### src/rtl/rst_seq_pkg.sv
// Shared types and default sizes for the multi-channel reset sequencer.
package rst_seq_pkg;

    typedef enum logic [1:0] {
        IDLE  = 2'd0,
        LOAD  = 2'd1,
        COUNT = 2'd2,
        DONE  = 2'd3
    } rst_seq_state_e;

    localparam int DEF_NUM_CH = 4;
    localparam int DEF_CNT_W  = 16;

endpackage

### src/rtl/rst_seq_cnt.sv
// Loadable down-counter shared by all channels; saturates at zero instead of wrapping.
module rst_seq_cnt #(
    parameter int CNT_W = 16
) (
    input  logic             clk,
    input  logic             rst,
    input  logic             load_i,
    input  logic             en_i,
    input  logic [CNT_W-1:0] val_i,
    output logic             zero_o
);

    logic [CNT_W-1:0] cnt_d;
    logic [CNT_W-1:0] cnt_q;

    // Next count: load has priority, decrement only while non-zero.
    always_comb begin
        cnt_d = cnt_q;
        if (load_i) begin
            cnt_d = val_i;
        end else if (en_i && (cnt_q != '0)) begin
            cnt_d = cnt_q - CNT_W'(1);
        end
    end

    // Count register.
    always_ff @(posedge clk) begin
        if (rst) begin
            cnt_q <= '0;
        end else begin
            cnt_q <= cnt_d;
        end
    end

    assign zero_o = (cnt_q == '0);

endmodule

### src/rtl/rst_seq_ctrl.sv
// Releases NUM_CH reset outputs one after another, each after its own programmed delay.
module rst_seq_ctrl
    import rst_seq_pkg::*;
#(
    parameter  int NUM_CH = DEF_NUM_CH,
    parameter  int CNT_W  = DEF_CNT_W,
    localparam int IDX_W  = (NUM_CH > 1) ? $clog2(NUM_CH) : 1
) (
    input  logic                    clk,
    input  logic                    rst,
    input  logic                    start_i,
    input  logic                    abort_i,
    input  logic [NUM_CH*CNT_W-1:0] dly_i,
    output logic [NUM_CH-1:0]       ch_rst_o,
    output logic                    busy_o,
    output logic                    done_o,
    output logic [IDX_W-1:0]        ch_idx_o
);

    localparam logic [IDX_W-1:0] LAST_IDX = IDX_W'(NUM_CH - 1);

    rst_seq_state_e     state_d, state_q;
    logic [NUM_CH-1:0]  ch_rst_d, ch_rst_q;
    logic               busy_d, busy_q;
    logic               done_d, done_q;
    logic [IDX_W-1:0]   idx_d, idx_q;
    logic [IDX_W-1:0]   nxt_idx;
    logic [CNT_W-1:0]   dly_d [NUM_CH];
    logic [CNT_W-1:0]   dly_q [NUM_CH];

    logic               cnt_load;
    logic               cnt_en;
    logic [CNT_W-1:0]   cnt_val;
    logic               cnt_zero;

    assign nxt_idx = idx_q + IDX_W'(1);

    rst_seq_cnt #(
        .CNT_W (CNT_W)
    ) u_cnt (
        .clk    (clk),
        .rst    (rst),
        .load_i (cnt_load),
        .en_i   (cnt_en),
        .val_i  (cnt_val),
        .zero_o (cnt_zero)
    );

    // Sequencer next-state and output decisions; abort overrides everything outside IDLE.
    always_comb begin
        state_d  = state_q;
        ch_rst_d = ch_rst_q;
        busy_d   = busy_q;
        done_d   = 1'b0;
        idx_d    = idx_q;
        dly_d    = dly_q;
        cnt_load = 1'b0;
        cnt_en   = 1'b0;
        cnt_val  = '0;

        case (state_q)
            IDLE: begin
                if (abort_i) begin
                    ch_rst_d = '1;
                end else if (start_i) begin
                    ch_rst_d = '1;
                    busy_d   = 1'b1;
                    idx_d    = '0;
                    state_d  = LOAD;
                end
            end
            LOAD: begin
                if (!abort_i) begin
                    for (int j = 0; j < NUM_CH; j++) begin
                        dly_d[j] = dly_i[j*CNT_W +: CNT_W];
                    end
                    cnt_load = 1'b1;
                    cnt_val  = dly_i[CNT_W-1:0];
                    state_d  = COUNT;
                end
            end
            COUNT: begin
                if (!abort_i) begin
                    if (!cnt_zero) begin
                        cnt_en = 1'b1;
                    end else begin
                        ch_rst_d[idx_q] = 1'b0;
                        if (idx_q == LAST_IDX) begin
                            done_d  = 1'b1;
                            state_d = DONE;
                        end else begin
                            idx_d    = nxt_idx;
                            cnt_load = 1'b1;
                            cnt_val  = dly_q[nxt_idx];
                        end
                    end
                end
            end
            DONE: begin
                if (!abort_i) begin
                    busy_d  = 1'b0;
                    state_d = IDLE;
                end
            end
            default: state_d = IDLE;
        endcase

        if (abort_i && (state_q != IDLE)) begin
            ch_rst_d = '1;
            busy_d   = 1'b0;
            done_d   = 1'b0;
            idx_d    = '0;
            state_d  = IDLE;
        end
    end

    // Control state and registered outputs.
    always_ff @(posedge clk) begin
        if (rst) begin
            state_q  <= IDLE;
            ch_rst_q <= '1;
            busy_q   <= 1'b0;
            done_q   <= 1'b0;
            idx_q    <= '0;
        end else begin
            state_q  <= state_d;
            ch_rst_q <= ch_rst_d;
            busy_q   <= busy_d;
            done_q   <= done_d;
            idx_q    <= idx_d;
        end
    end

    // Delay snapshot; only meaningful after LOAD, so it carries no reset.
    always_ff @(posedge clk) begin
        dly_q <= dly_d;
    end

    assign ch_rst_o = ch_rst_q;
    assign busy_o   = busy_q;
    assign done_o   = done_q;
    assign ch_idx_o = idx_q;

endmodule
### config.mk
export PLATFORM = sky130hd
export DESIGN_NAME = rst_seq_ctrl
export DESIGN_NICKNAME = d
export VERILOG_FILES = /design/src/rtl/rst_seq_pkg.sv /design/src/rtl/rst_seq_cnt.sv /design/src/rtl/rst_seq_ctrl.sv
export SDC_FILE = /design/constraint.sdc
export NUM_CORES = 1
export LEC_CHECK = 0
export CORE_MARGIN = 2
export CORE_UTILIZATION = 45
export CTS_CLUSTER_DIAMETER = 50
export DETAILED_ROUTE_END_ITERATION = 6
export DONT_BUFFER_PORTS = 1
export GPL_ROUTABILITY_DRIVEN = 0
export SYNTH_ARGS = -nofsm -noshare
export SYNTH_HDL_FRONTEND = slang
export SYNTH_SLANG_ARGS = --single-unit
### constraint.sdc
create_clock -name clk -period 4.81 [get_ports clk]
set_input_delay 0.481 -clock clk [delete_from_list [all_inputs] [get_ports clk]]
set_output_delay 0.481 -clock clk [all_outputs]
set_load 0.1 [all_outputs]
==> reports/results.ini, run 1 <==
[outcome]
status=finished, final reports clean

[finish]
fin_nets=387
layout_commonest_cell=edfxtp_1
final_cells=425
num-fill-cells=814
antenna_cells=0
layout_common_cells=edfxtp_1 (64), dfxtp_1 (25), a21oi_1 (18)
final_util=0.490
multi_input_area_sq_um=1640
area_delta_synth_final_pct=6.89
drive_gt1_frac=0.175
seqCellArea_sq_um=2440

[detailed_routing]
wire_per_inst_microns=19.2
ant_nets=0
first_pass_iters=5
wirelength_microns=8160
drt_iter0_markers=209
viasPerCell=6.20
drcViolationCount=0
vias=2634

[clock_tree]
h-tree-depth=3
cts_buffer_depth=2
cts.clk_slew.worst_paths_ns=0.09
clock_latency_ns=0.36
clock-sinks=90
cts_tree=yes
cts_resized=0
cts_root_buf=clkbuf_8
cts_hold_buf=0
cts_buffers=9
post-cts-setup-buffers=0

[setup_path]
required_ns=5.08
crit_path_end_kind=flop
crit_arrival_ns=3.25
start_kind=flop
slowest_stage=nor4_4
crit_chain=inv_1, ha_1, or4b_1, nor4_4, a21o_1, o22ai_1, a211oi_1
reg2reg_from=u_cnt.cnt_q[0]
r2r_setup_slack_ns=1.83
worst_r2r_path_depth=7
critical_path_class=reg -> reg
critPathMaxFanout=18
rr_endpoint=u_cnt.cnt_q[15]
slowest_delay_ns=0.78

[floorplan]
start_util=0.458
die_y_microns=101
core_sq_um=9150
ioPinCount=76
dieArea_sq_um=10100
row_count=35
die_w_microns=101

[job]
maxCapViolations=0

[synthesis]
async_flop_share=0
synth.distinct_cells=57
seq_area_frac_synth=0.582
synth-edff-count=64
ys_ff_latch=90
syn_area_per_cell_sq_um=13.4
synth_top_area_cell=edfxtp_1
synth_ff_type=edfxtp_1
syn_inst=312
synth_nets=390
synth_area_sq_um=4200
yosys-top-cells-area=edfxtp_1 (46%), dfxtp_1 (12%), mux4_2 (8.6%)
yosys.area.top_type_share=0.458
yosysWarnings=0

[global_route]
grt_pass1_vias=2653
antenna_found_initial=0
grt_first_pass_wirelength_microns=13500
gr-usage-met2=0.264
use_met1=0.242
met3_usage=0.0513
grt_max_degree=79
grt-ovfl-total=0
grt.total_usage=0.174
top_usage_layer=met2

[timing]
setup_tns_ns=0
tightest_slew_ns=0.989
timing.fmax_ghz=0.335
hold_slack_ns=0.186
rsz0062_at_grt=false
relSlewSlack=0.336
setup_viol=0
fin_worst_skew_ns=0.0104
hold_violations=0
drv_slew=0
period_minus_slack_ns=2.98
fin_ws_ns=1.83
post-route-period-util=0.620

[worst_hold_path]
hold_path_depth=1
hold_class=in -> reg
hold_end=u_cnt.cnt_q[2]
hp-start=rst

[placed_design]
dpl_worst_slack_ns=1.84
placed_cells=409
port_buffers=0
hpwl_microns=5590

[pwr]
p_per_area_nw_per_um2=576
p_leak_nw=1.42
irDropWorstVdd_mv=0.295

[logic make-up (layout without fill, tap and decap cells)]
logic type      count (synthesis)  after routing  share of synthesized area
fa+ha+maj                      10             10                     0.0298
flops                          90             90                      0.582
mux                            22             22                      0.102
buf+inv                        27             29                     0.0280
xor+xnor                        3              3                    0.00626
simple gates                   86             86                      0.123
compound gates                 74             74                      0.129
[worst max-delay path, delay by kind of cell, from the launching register on]
family          cells  cell delay (ns)
simple gates        2             1.32
flops               1             0.37
buf+inv             1             0.10
compound gates      3             0.94
fa+ha+maj           1             0.17
[worst max path at each step]
stage                   startpoint               to  slack [ns]  cells past startpoint
detailed placement  u_cnt.cnt_q[0]  u_cnt.cnt_q[15]        1.84                      7
finish              u_cnt.cnt_q[0]  u_cnt.cnt_q[15]        1.83                      7
global placement    u_cnt.cnt_q[0]  u_cnt.cnt_q[15]        1.96                      7
CTS                 u_cnt.cnt_q[0]  u_cnt.cnt_q[15]        1.83                      7
global route        u_cnt.cnt_q[0]  u_cnt.cnt_q[15]        1.58                      7
floorplan              ch_idx_o[0]   u_cnt.cnt_q[2]        1.18                      9
[routing by layer]
metal / share of wire / routed length (microns)
met5: 0 / 0
met3: 0.053 / 435
met2: 0.49 / 3980
met1: 0.44 / 3620
met4: 0.016 / 130
[Yosys cell counts (3+ instances only)]
cell and number:
nand4_1 5, nand2_1 10, xnor2_1 3, clkbuf_1 12
a221oi_1 3, nand3_1 13, a211oi_1 9, a22oi_1 8
a221oi_2 3, nor4_1 8, mux2_2 5, and3_1 4
dfxtp_1 26, a21o_1 9, nand2b_1 3, a21oi_1 18
mux4_2 16, edfxtp_1 64, or4_1 3, or3_1 4
inv_1 10, nor2_1 9, o21ai_0 5, nor3_1 11
ha_1 10
[layout make-up]
class | count | area share
Sequential cell | 90 | 0.545
Multi-Input combinational cell | 195 | 0.366
Tap cell | 111 | 0.0310
Clock buffer | 10 | 0.0285
Clock inverter | 6 | 0.0159
Inverter | 10 | 0.00837
Timing Repair Buffer | 3 | 0.00502
[sequential cells by signal (all words and copies together), names as in the netlist]
signal and flops:
busy_o 1, ch_rst_o 4, state_q 2, dly_q 64, ch_idx_o 2, done_o 1
u_cnt.cnt_q 16
[power breakdown]
group | internal, mW | total, mW | switching, mW
sequential | 0.974 | 1.08 | 0.107
clock | 0.246 | 0.518 | 0.273
combinational | 0.340 | 0.982 | 0.643
total | 1.56 | 2.58 | 1.02
[through the flow]
step	area, sq um	power [mW]
5_1_grt	4480	2.76
3_5_place_dp	4290	2.08
3_3_place_gp	4290	2.07
4_1_cts	4480	2.60
2_1_floorplan	4200	1.91
6_report	4480	2.58
No activity file was read; power rests on OpenSTA's default activity.
==> inputs of run 2 (changes only) <==
clock period = 3 ns   (was 4.81 ns; I/O delays follow)
==> run 2 against run 1 <==
Compared with the run above:
- wire length is 9.2% higher
- non-clock buffer count up 15
- utilization is 1.5 points higher
- worst setup slack worse by 1.5 ns
- flip-flop and latch count stayed put
- first-iteration DRC count down 7.7%
- clock power up 70%
- sequential share of layout area shrank 1.5 points
- via count up 3.3%
- cell count grew 3.5%
==> reports/results.ini, run 2 (same netlist as run 1, synthesis figures left out) <==
[outcome]
status=finished, final reports clean  ; unchanged

[clock_tree]
clock-sinks=90  ; unchanged
cts_resized=0  ; unchanged
cts_buffer_depth=2  ; unchanged
cts_hold_buf=2  ; was 0
cts_buffers=9  ; unchanged
cts_tree=yes  ; unchanged
h-tree-depth=3  ; unchanged
post-cts-setup-buffers=0  ; unchanged
cts_root_buf=clkbuf_8  ; unchanged
cts.clk_slew.worst_paths_ns=0.09  ; about the same
clock_latency_ns=0.35  ; was 0.36 ns

[placed_design]
hpwl_microns=6080  ; was 5590 microns
port_buffers=0  ; unchanged
place_area_sq_um=4380  ; was 4290 sq um
placed_cells=421  ; was 409

[timing]
drv_slew=0  ; unchanged
rsz0062_at_grt=false  ; unchanged
setup_tns_ns=0  ; unchanged
timing.fmax_ghz=0.369  ; was 0.335 GHz
relSlewSlack=0.356  ; was 0.336
period_minus_slack_ns=2.71  ; was 2.98 ns
tightest_slew_ns=0.965  ; was 0.989 ns
setup_viol=0  ; unchanged
hold_violations=0  ; unchanged
post-route-period-util=0.903  ; was 0.620
fin_worst_skew_ns=0.0129  ; was 0.0104 ns

[setup_path]
start_kind=flop  ; unchanged
reg2reg_from=u_cnt.cnt_q[1]  ; was u_cnt.cnt_q[0]
worst_r2r_path_depth=7  ; unchanged
required_ns=3.26  ; was 5.08 ns
crit_start=u_cnt.cnt_q[1]  ; was u_cnt.cnt_q[0]
crit_path_end_kind=flop  ; unchanged
endpoint=u_cnt.cnt_q[4]  ; was u_cnt.cnt_q[15]
rr_endpoint=u_cnt.cnt_q[4]  ; was u_cnt.cnt_q[15]
critical_path_class=reg -> reg  ; unchanged
crit_arrival_ns=2.97  ; was 3.25 ns
r2r_setup_slack_ns=0.29  ; was 1.83 ns
critPathMaxFanout=10  ; was 18

[floorplan]
start_util=0.458  ; unchanged
die_y_microns=101  ; unchanged
core_sq_um=9150  ; unchanged
row_count=35  ; unchanged
dieArea_sq_um=10100  ; unchanged
ioPinCount=76  ; unchanged
die_w_microns=101  ; unchanged

[global_route]
grt_pass1_vias=2688  ; was 2653
antenna_found_initial=0  ; unchanged
grt_first_pass_wirelength_microns=13900  ; was 13500 microns
grt-ovfl-total=0  ; unchanged
grt_max_degree=43  ; was 79
grt.total_usage=0.182  ; was 0.174

[detailed_routing]
wirelength_microns=8920  ; was 8160 microns
vias=2720  ; was 2634
drcViolationCount=0  ; unchanged
drt_iter0_markers=193  ; was 209
viasPerCell=6.18  ; was 6.20
wire_per_inst_microns=20.3  ; was 19.2 microns
first_pass_iters=5  ; unchanged
ant_nets=0  ; unchanged

[finish]
fin_nets=402  ; was 387
final_cells=440  ; was 425
antenna_cells=0  ; unchanged
largest_reg_flops=64  ; unchanged
num-fill-cells=804  ; was 814
postLayoutCellArea_sq_um=4620  ; was 4480 sq um
layout_common_cells=edfxtp_1 (64), dfxtp_1 (25), a21oi_1 (18)  ; unchanged
area_delta_synth_final_pct=10.1  ; was 6.89%
layout_commonest_cell=edfxtp_1  ; unchanged
regMostFlops=dly_q  ; unchanged
drive_gt1_frac=0.198  ; was 0.175

[worst_hold_path]
hold_class=in -> reg  ; unchanged

[pwr]
p_leak_nw=1.50  ; was 1.42 nW
irDropWorstVdd_mv=0.427  ; was 0.295 mV
p_per_area_nw_per_um2=947  ; was 576 nW/um^2

[job]
maxCapViolations=0  ; unchanged

[run 2: worst min path at each step]
| stage | from | to | slack, ns | cells past startpoint |
|---|---|---|---|---|
| floorplan | dly_i[48] | dly_q[0] | 0.40 | 0 |
| global placement | rst | u_cnt.cnt_q[2] | 0.37 | 1 |
| detailed placement | rst | u_cnt.cnt_q[9] | 0.37 | 1 |
| CTS | rst | busy_o | 0.002 | 1 |
| global route | rst | u_cnt.cnt_q[5] | 0.002 | 1 |
| finish | rst | u_cnt.cnt_q[13] | 0.03 | 1 |
[run 2: power by group]
group,switching (mW),total [mW],internal (mW)
clock,0.412,0.881,0.469
sequential,0.151,1.71,1.56
combinational,1.10,1.78,0.684
total,1.66,4.37,2.71
[run 2: layout make-up]
type / instances / area (sq um) / share of cell area
sequential: 90 / 2450 / 0.530
multi-input combinational: 195 / 1640 / 0.356
timing repair buffer: 18 / 143 / 0.0309
tap: 111 / 139 / 0.0301
clock buffer: 11 / 131 / 0.0284
clock inverter: 5 / 80.1 / 0.0173
inverter: 10 / 37.5 / 0.00813
[run 2: per-stage QoR]
step | setup slack [ns] | total power, mW | util | hold slack, ns
finish | 0.291 | 4.37 | 0.505 | 0.0267
global placement | 0.412 | 3.49 | 0.478 | 0.374
floorplan | 0.0467 | 3.05 | - | 0.399
global route | 0.161 | 4.63 | 0.505 | 0.00160
detailed placement | 0.320 | 3.50 | 0.478 | 0.374
CTS | 0.292 | 4.39 | 0.504 | 0.00216
[run 2: metal layers]
layer | part of all wire | GRT usage
met1 | 0.43 | 0.236
met2 | 0.49 | 0.298
met3 | 0.063 | 0.0527
met4 | 0.015 | 0.0558
met5 | 0 | 0
[run 2: critical path, cell delays in order, from the launching register on]
cell and delay [ns]:
dfxtp_1 0.35, inv_1 0.11, ha_1 0.16, or4b_1 0.52, or4_1 0.69, nor3_4 0.37, a22oi_1 0.14, a221oi_2 0.28
==> inputs of run 3 (changes only) <==
PLACE_DENSITY_LB_ADDON = 0.2   (was default)
==> run 3 against run 2 <==
Compared with the run above:
- fmax shrank 1.3%
- register-to-register slack got worse by 0.04 ns
- die area unchanged
- flip-flop and latch count did not move
- non-clock buffer count fell by 2
- sequential share of layout area rose by 0.58 points
- critical endpoint unchanged
==> reports/results.ini, run 3 (same netlist as run 1, synthesis figures left out) <==
[global_route]
antenna_found_initial=0  ; unchanged
grt-ovfl-total=0  ; unchanged
grt.total_usage=0.180  ; was 0.182
grt_first_pass_wirelength_microns=14000  ; was 13900 microns
grt_max_degree=43  ; unchanged
grt_pass1_vias=2745  ; was 2688

[clock_tree]
cts.clk_slew.worst_paths_ns=0.08  ; was 0.09 ns
cts_buffer_depth=2  ; unchanged
h-tree-depth=3  ; unchanged
cts_root_buf=clkbuf_8  ; unchanged
cts_resized=0  ; unchanged
clock_latency_ns=0.35  ; about the same
clock-sinks=90  ; unchanged
cts_tree=yes  ; unchanged
cts_buffers=9  ; unchanged

[floorplan]
die_y_microns=101  ; unchanged
start_util=0.458  ; unchanged
die_w_microns=101  ; unchanged
ioPinCount=76  ; unchanged
core_sq_um=9150  ; unchanged
dieArea_sq_um=10100  ; unchanged
row_count=35  ; unchanged

[setup_path]
critPathMaxFanout=10  ; unchanged
slowest_delay_ns=0.68  ; was 0.69 ns
crit_arrival_ns=3.01  ; was 2.97 ns
r2r_setup_slack_ns=0.26  ; was 0.29 ns
reg2reg_from=u_cnt.cnt_q[1]  ; unchanged
critical_path_class=reg -> reg  ; unchanged
crit_start=u_cnt.cnt_q[1]  ; unchanged
worst_r2r_path_depth=7  ; unchanged
start_kind=flop  ; unchanged
required_ns=3.26  ; about the same
crit_path_end_kind=flop  ; unchanged
rr_endpoint=u_cnt.cnt_q[4]  ; unchanged
slowest_stage=or4_1  ; unchanged
crit_chain=inv_1, ha_1, or4b_1, or4_1, nor3_4, a22oi_1, a221oi_2  ; unchanged

[timing]
rsz0062_at_grt=false  ; unchanged
timing.fmax_ghz=0.364  ; was 0.369 GHz
setup_viol=0  ; unchanged
setup_tns_ns=0  ; unchanged
tightest_slew_ns=0.966  ; was 0.965 ns
hold_violations=0  ; unchanged
period_minus_slack_ns=2.74  ; was 2.71 ns
drv_slew=0  ; unchanged
hold_slack_ns=0.0189  ; was 0.0267 ns
relSlewSlack=0.355  ; was 0.356
post-route-period-util=0.915  ; was 0.903
fin_worst_skew_ns=0.00815  ; was 0.0129 ns

[worst_hold_path]
hp-start=rst  ; unchanged
hold_path_depth=1  ; unchanged
hold_end=u_cnt.cnt_q[10]  ; was u_cnt.cnt_q[13]
hold_class=in -> reg  ; unchanged

[pwr]
p_leak_nw=1.48  ; was 1.50 nW
irDropWorstVdd_mv=0.581  ; was 0.427 mV
p_per_area_nw_per_um2=930  ; was 947 nW/um^2

[finish]
area_delta_synth_final_pct=8.92  ; was 10.1%
layout_common_cells=edfxtp_1 (64), dfxtp_1 (25), a21oi_1 (18)  ; unchanged
num-fill-cells=808  ; was 804
antenna_cells=0  ; unchanged
layout_commonest_cell=edfxtp_1  ; unchanged
regMostFlops=dly_q  ; unchanged
drive_gt1_frac=0.193  ; was 0.198
fin_nets=400  ; was 402
largest_reg_flops=64  ; unchanged

[outcome]
status=finished, final reports clean  ; unchanged

[placed_design]
port_buffers=0  ; unchanged
hpwl_microns=6120  ; was 6080 microns

[detailed_routing]
wire_per_inst_microns=19.6  ; was 20.3 microns
first_pass_iters=4  ; was 5
wirelength_microns=8600  ; was 8920 microns
drt_iter0_markers=267  ; was 193
viasPerCell=6.14  ; was 6.18
drcViolationCount=0  ; unchanged
ant_nets=0  ; unchanged
vias=2688  ; was 2720

[job]
maxCapViolations=0  ; unchanged

==> run 3: final cells by class <==
| class | instances | area (sq um) | area share |
|---|---|---|---|
| tap | 111 | 139 | 0.0304 |
| sequential | 90 | 2450 | 0.535 |
| timing repair buffer | 16 | 125 | 0.0274 |
| multi-input combinational | 195 | 1640 | 0.360 |
| clock inverter | 4 | 43.8 | 0.00958 |
| clock buffer | 12 | 135 | 0.0296 |
| inverter | 10 | 37.5 | 0.00821 |
==> run 3: report_power, final <==
group          internal [mW]  total, mW  switching (mW)
sequential              1.56       1.71           0.149
clock                  0.381      0.768           0.388
combinational          0.681       1.77            1.09
==> run 3: worst max-delay path, delay by kind of cell (launching register included) <==
family / cells / cell delay, ns
and+or+nand+nor: 3 / 1.58
AOI/OAI and AO/OA: 2 / 0.45
DFF: 1 / 0.35
adders and majority gates: 1 / 0.17
buffers and inverters: 1 / 0.12
==> run 3: layer usage <==
layer | GRT usage | share of wire | wire length (microns) | vias to the layer above
met4 | 0.0706 | 0.020 | 169 | 0
met1 | 0.240 | 0.44 | 3820 | 1316
li1 | - | - | - | 1275
met2 | 0.282 | 0.48 | 4120 | 80
met3 | 0.0479 | 0.057 | 486 | 17
met5 | 0 | 0 | 0 | -
==> run 3: worst max path at each step <==
stage	to	cells past startpoint	slack (ns)
finish	u_cnt.cnt_q[4]	7	0.26
global route	u_cnt.cnt_q[5]	7	0.07
CTS	u_cnt.cnt_q[4]	7	0.27
detailed placement	u_cnt.cnt_q[4]	7	0.30
global placement	u_cnt.cnt_q[7]	7	0.41
floorplan	u_cnt.cnt_q[2]	9	0.05
==> run 3: stage by stage <==
step / setup slack (ns) / cells / instance area (sq um) / power, mW / utilization
3_5_place_dp: 0.301 / 420 / 4370 / 3.49 / 0.478
4_1_cts: 0.268 / 437 / 4560 / 4.26 / 0.498
5_1_grt: 0.0659 / 438 / 4570 / 4.52 / 0.499
3_3_place_gp: 0.414 / 420 / 4370 / 3.48 / 0.478
2_1_floorplan: 0.0467 / 312 / 4200 / 3.05 / -
6_report: 0.256 / 438 / 4570 / 4.25 / 0.499
==> run 3: what timing repair did <==
item,4_1_cts,5_1_grt
endpoints found under the hold margin,3,3
buffers inserted,0,0
hold buffers,1,1
